`config.mk`:
```
export PLATFORM = sky130hd
export DESIGN_NAME = seq_next_lut
export DESIGN_NICKNAME = d
export VERILOG_FILES = /design/src/rtl/seq_pkg.sv /design/src/rtl/seq_next_lut.sv
export SDC_FILE = /design/constraint.sdc
export NUM_CORES = 1
export LEC_CHECK = 0
export ABC_AREA = 1
export CORE_AREA = 2 2 39 41
export DETAILED_ROUTE_END_ITERATION = 16
export DIE_AREA = 0 0 41 43
export PLACE_DENSITY = 0.3
export SLEW_MARGIN = 10
export SYNTH_ARGS = -nofsm -noshare
export SYNTH_HDL_FRONTEND = slang
export SYNTH_SLANG_ARGS = --single-unit
export TNS_END_PERCENT = 50
```
`constraint.sdc`:
```
create_clock -name vclk -period 0.8
set_input_delay 0.08 -clock vclk [all_inputs]
set_output_delay 0.08 -clock vclk [all_outputs]
set_load 0.005 [all_outputs]
```
`src/rtl/seq_pkg.sv`:
```
// seq_pkg: shared definitions for the 4-bit sequence checker.
//   - seq_state_t : checker FSM states
//   - SEQ_*       : the eight legal values in cycle order 0,1,2,3,F,E,D,C
//   - seq_next()  : successor of a legal value (illegal values map to 0)
//   - seq_legal() : 1 when the value is part of the cycle (4..B are illegal)
package seq_pkg;

  typedef enum logic [1:0] {
    UNLOCKED = 2'd0,
    SYNCING  = 2'd1,
    LOCKED   = 2'd2
  } seq_state_t;

  localparam logic [3:0] SEQ_0 = 4'h0;
  localparam logic [3:0] SEQ_1 = 4'h1;
  localparam logic [3:0] SEQ_2 = 4'h2;
  localparam logic [3:0] SEQ_3 = 4'h3;
  localparam logic [3:0] SEQ_F = 4'hF;
  localparam logic [3:0] SEQ_E = 4'hE;
  localparam logic [3:0] SEQ_D = 4'hD;
  localparam logic [3:0] SEQ_C = 4'hC;

  function automatic logic [3:0] seq_next(input logic [3:0] v);
    logic [3:0] n;
    case (v)
      SEQ_0:   n = SEQ_1;
      SEQ_1:   n = SEQ_2;
      SEQ_2:   n = SEQ_3;
      SEQ_3:   n = SEQ_F;
      SEQ_F:   n = SEQ_E;
      SEQ_E:   n = SEQ_D;
      SEQ_D:   n = SEQ_C;
      SEQ_C:   n = SEQ_0;
      default: n = SEQ_0;
    endcase
    return n;
  endfunction

  function automatic logic seq_legal(input logic [3:0] v);
    return !((v >= 4'h4) && (v <= 4'hB));
  endfunction

endpackage

```
`src/rtl/seq_next_lut.sv`:
```
// seq_next_lut: combinational successor/legality lookup for the
// 0,1,2,3,F,E,D,C cycle. Shared by sequence generators and checkers.
// Ports:
//   v     in  4  value to look up
//   nxt   out 4  expected successor of v (0 when v is illegal)
//   legal out 1  v is one of the eight cycle values
module seq_next_lut
  import seq_pkg::*;
(
  input  logic [3:0] v,
  output logic [3:0] nxt,
  output logic       legal
);

  logic [3:0] nxt_tab [16];
  logic [15:0] legal_tab;

  // Build both 16-entry tables from the package functions so the
  // sequence definition lives in exactly one place.
  generate
    for (genvar gi = 0; gi < 16; gi++) begin : g_tab
      assign nxt_tab[gi]   = seq_next(4'(gi));
      assign legal_tab[gi] = seq_legal(4'(gi));
    end
  endgenerate

  assign nxt   = nxt_tab[v];
  assign legal = legal_tab[v];

endmodule

```
# [After elaboration in Yosys (flattened, before gate mapping)]
# Memories as Yosys holds them, arrays and structs flattened.
# Index checks and enable logic that the tools add are counted.
[op_classes] order_cmp=2 muxes=3 n_bitwise=1
[op_table] operator="2-to-1 mux 4 bit" n=2
[op_table] operator=">= comparator 5 bit (second input constant)" n=1
[op_table] operator="less-than comparator 4 x 5 -> 1 bit (second input constant)" n=1
[op_table] operator="inverter 4 -> 5 bit" n=1
[op_table] operator="2-to-1 mux 1 bit" n=1
[word_totals] regBits=0 mem_bits_ro=80 in_bits=4 out_inout_bits=5 mem_count=2
[mem_list] memory="(no name shown)" depth=16 word_bits=4 read_ports=1 rd_clocked_by_memory_dff=0 write_ports=0 line="seq_next_lut.sv:27" text="assign nxt = nxt_tab[v];"
[mem_list] memory="(no name shown)" depth=16 word_bits=1 read_ports=1 rd_clocked_by_memory_dff=0 write_ports=0 line="seq_next_lut.sv:28" text="assign legal = legal_tab[v];"

# [Logic depth before layout (Yosys ltp)]
[depth] depth_word=4 ltp_mapped=5

# [Worst setup path before layout]
# Ideal clock, no wire load.
[synth_path] path_kind="input to output" startpoint="input port v[2]" endpoint="output port nxt[3]" arrival_ns=0.483 required_time_ns=0.720 path_slack_ns=0.237 path_stages=4 path_buffers=1 cell_sequence="nor2_1 nand2_1 nand2_1 buf_4"
[synth_via] elab_chain_cells=4
[synth_rtl] element="start: declaration" line="seq_next_lut.sv:10" text="input logic [3:0] v,"
[synth_rtl] element="inverter 4 -> 5 bit (not written as such)" line="seq_next_lut.sv:27"
[synth_rtl] element="memory (16 x 4 bit)"
[synth_rtl] element="2-to-1 mux 4 bit (not written as such) (2 in a row)" line="seq_next_lut.sv:27"
[synth_rtl] element="end: declaration" line="seq_next_lut.sv:11" text="output logic [3:0] nxt,"
# No other way between the ends. The select of a mux whose other input is x is not followed.

# [Worst setup path after layout]
[layout_path] startpoint="input port v[1]" endpoint="output port nxt[2]"
# The elaborated chain is that of the path after synthesis.

==> metrics.md <==
| Metric | Value |
|---|---|
| Status | complete, no violations |
| Final-layout clock buffer total | 0 |
| Critical path endpoint category | primary output |
| Synthesis Warnings | 0 |
| Min Tclk post-route | 0.710 ns |
| Antenna-violating nets left | 0 |
| Maximum operating frequency | 1.41 GHz |
| P_leak | 0.000108 uW |
| DRC | 0 |
| Routed vias/inst | 3.04 |
| Syn avg cell area | 4.17 sq um |
| Global-route wire length before repair | 372 um |
| Setup TNS | 0 ns |
| Drt first pass iters | 2 |
| Crit-path max FO | 3 |
| Max_cap viols | 0 |
| Yosys top cell by area | nand2_1 |
| Synth top area share | 55.7% |
| Hold_buf cts | 0 |
| Post-Syn Area | 87.6 sq um |
| RSZ-0062 raised after global routing | false |
| 1st-iter DRT viols | 2 |
| Slew margin rel. | 93.1% |
| Critical Path Source Type | input port |
| Slew Viols, Final | 0 |
| Final Cycle Share | 88.7% |
| Switching part of the total power | 50.8% |
| Die Ht | 43 um |
| Gate power share | 100.0% |
| Slew @ Worst Pin | 0.103 ns |
| Post-Route WL | 241 um |
| Multi-input gate area | 75.1 sq um |
| Vias in the first global route | 102 |
| Clock network power share | 0% |
| Total GRT Usage | 2.70% |
| Required @ worst endpoint | 0.72 ns |
| Final Hold Vio Count | 0 |
| Psw | 39.7 uW |
| Largest net degree at the start of global routing | 5 |
| DIE AREA | 1760 sq um |
| Count leader, synth | nand2_1 |
| Critical-path cell list | clkdlybuf4s15_1 > inv_2 > nand2_2 > nand2_1 > nand2_1 > buf_2 |
| Cell Rows | 14 |
| Vias | 140 |
| Worst hold stages | 3 |
| Critical path's largest stage delay | 0.19 ns |
| Antenna Cells | 0 |
| Overflow after GRT | 0 |
| Die Wd | 41 um |
| Starting Density | 6.33% |
| Slowest CP cell | clkdlybuf4s15_1 |
| Top post-synthesis cells by area | nand2_1 56%, inv_1 17%, xnor2_1 10%, buf_4 8.6%, nor2_1 8.6% |
| P&R area growth vs syn | 91.4% |
| Total Power | 78.0 uW |
| Fill count | 174 |
| Gpl congestion | 0.630 |
| Post-Syn Instances | 21 |
| Share of cells above drive strength 1 | 43.3% |
| Synth unique cells | 5 |
| Io pins | 9 |
| Initial antenna violation count | 0 |
| Crit path DAT | 0.63 ns |
| Setup Buffers After CTS | 0 |
| Hold Crit Class | input port to primary output |
| Count of final setup violators | 0 |
| Pwr Density | 465 nW/um^2 |
| Post-synthesis sequential area ratio | 0% |
| Total placed cells including tap cells | 46 |
| Synth top cells by count | 13 x nand2_1, 4 x inv_1, 2 x nor2_1, 1 x buf_4, 1 x xnor2_1 |
| Nets | 36 |
| Post-Layout Cell Count | 46 |
| Sequential share of power | 0% |
| CP dominant cell by count | nand2_1 |
| Syn_nets | 25 |
| Internal power | 38.4 uW |
| Setup CP Type | input port to primary output |
| Register area | 0 sq um |
| Core area | 1380 sq um |
| Seq_cells | 0 |
| Peak VDD IR | 82.5 uV |
| Number of port buffers | 9 |
| Wire length per cell | 5.24 um |
-- routing by layer --
layer	part of all wire (%)	vias to the layer above	track usage [%]
li1	-	76	-
met1	41	59	3.48
met5	0	-	0
met3	10	0	0
met4	0	0	0
met2	49	5	5.00
-- cells in the final DEF, fill, tap and decap left out --
cell	n
xnor2_1	1
inv_2	2
buf_4	1
nor2_4	1
clkdlybuf4s15_1	1
buf_2	6
nand2_2	1
nor2_1	1
inv_1	2
nand2_1	12
clkbuf_2	2
-- final cells by class --
| class | instances | area share [%] |
|---|---|---|
| Multi-Input combinational cell | 16 | 44.8 |
| Tap cell | 16 | 11.9 |
| Timing Repair Buffer | 10 | 34.3 |
| Inverter | 4 | 8.96 |
-- power groups by stage --
stage / Clock, uW / Sequential [uW] / Combinational, uW
after floorplan: 0 / 0 / 36.2
after global placement: 0 / 0 / 100
after detailed placement: 0 / 0 / 101
after CTS: 0 / 0 / 83.0
after global routing: 0 / 0 / 89.2
final: 0 / 0 / 78.0
-- cells by family (layout without fill, tap and decap cells) --
group | count (synthesis) | in the layout | synth area share (%)
XOR/XNOR | 1 | 1 | 10.0
AND/OR/NAND/NOR | 15 | 15 | 64.3
buffers and inverters | 5 | 14 | 25.7
-- stage by stage --
| step | setup WS, ns | utilization (%) | instance area (sq um) | hold slack (ns) |
|---|---|---|---|---|
| detailed placement | -0.669 | 14.3 | 198 | 1.20 |
| finish | 0.0902 | 12.1 | 168 | 0.474 |
| floorplan | 0.237 | - | 87.6 | 0.210 |
| CTS | -0.0422 | 13.0 | 180 | 0.479 |
| global route | 0.0319 | 12.1 | 168 | 0.502 |
| global placement | -0.657 | 14.3 | 198 | 1.19 |
-- critical path, delay by kind of cell --
| kind | cells | cell delay [ns] |
|---|---|---|
| buffers and inverters | 3 | 0.39 |
| AND/OR/NAND/NOR | 3 | 0.16 |
-- final timing paths --
path | startpoint | end | slack [ns]
setup / recovery | v[1] | nxt[2] | 0.09
hold / removal | v[3] | legal | 0.47
-- repair_timing --
action | CTS | global route
gates resized for setup | 32 | 5
pin swaps | 2 | 1
endpoints found under the setup margin | 5 | 4
gates cloned | 0 | 0
Power figures use the tool's default switching activity.
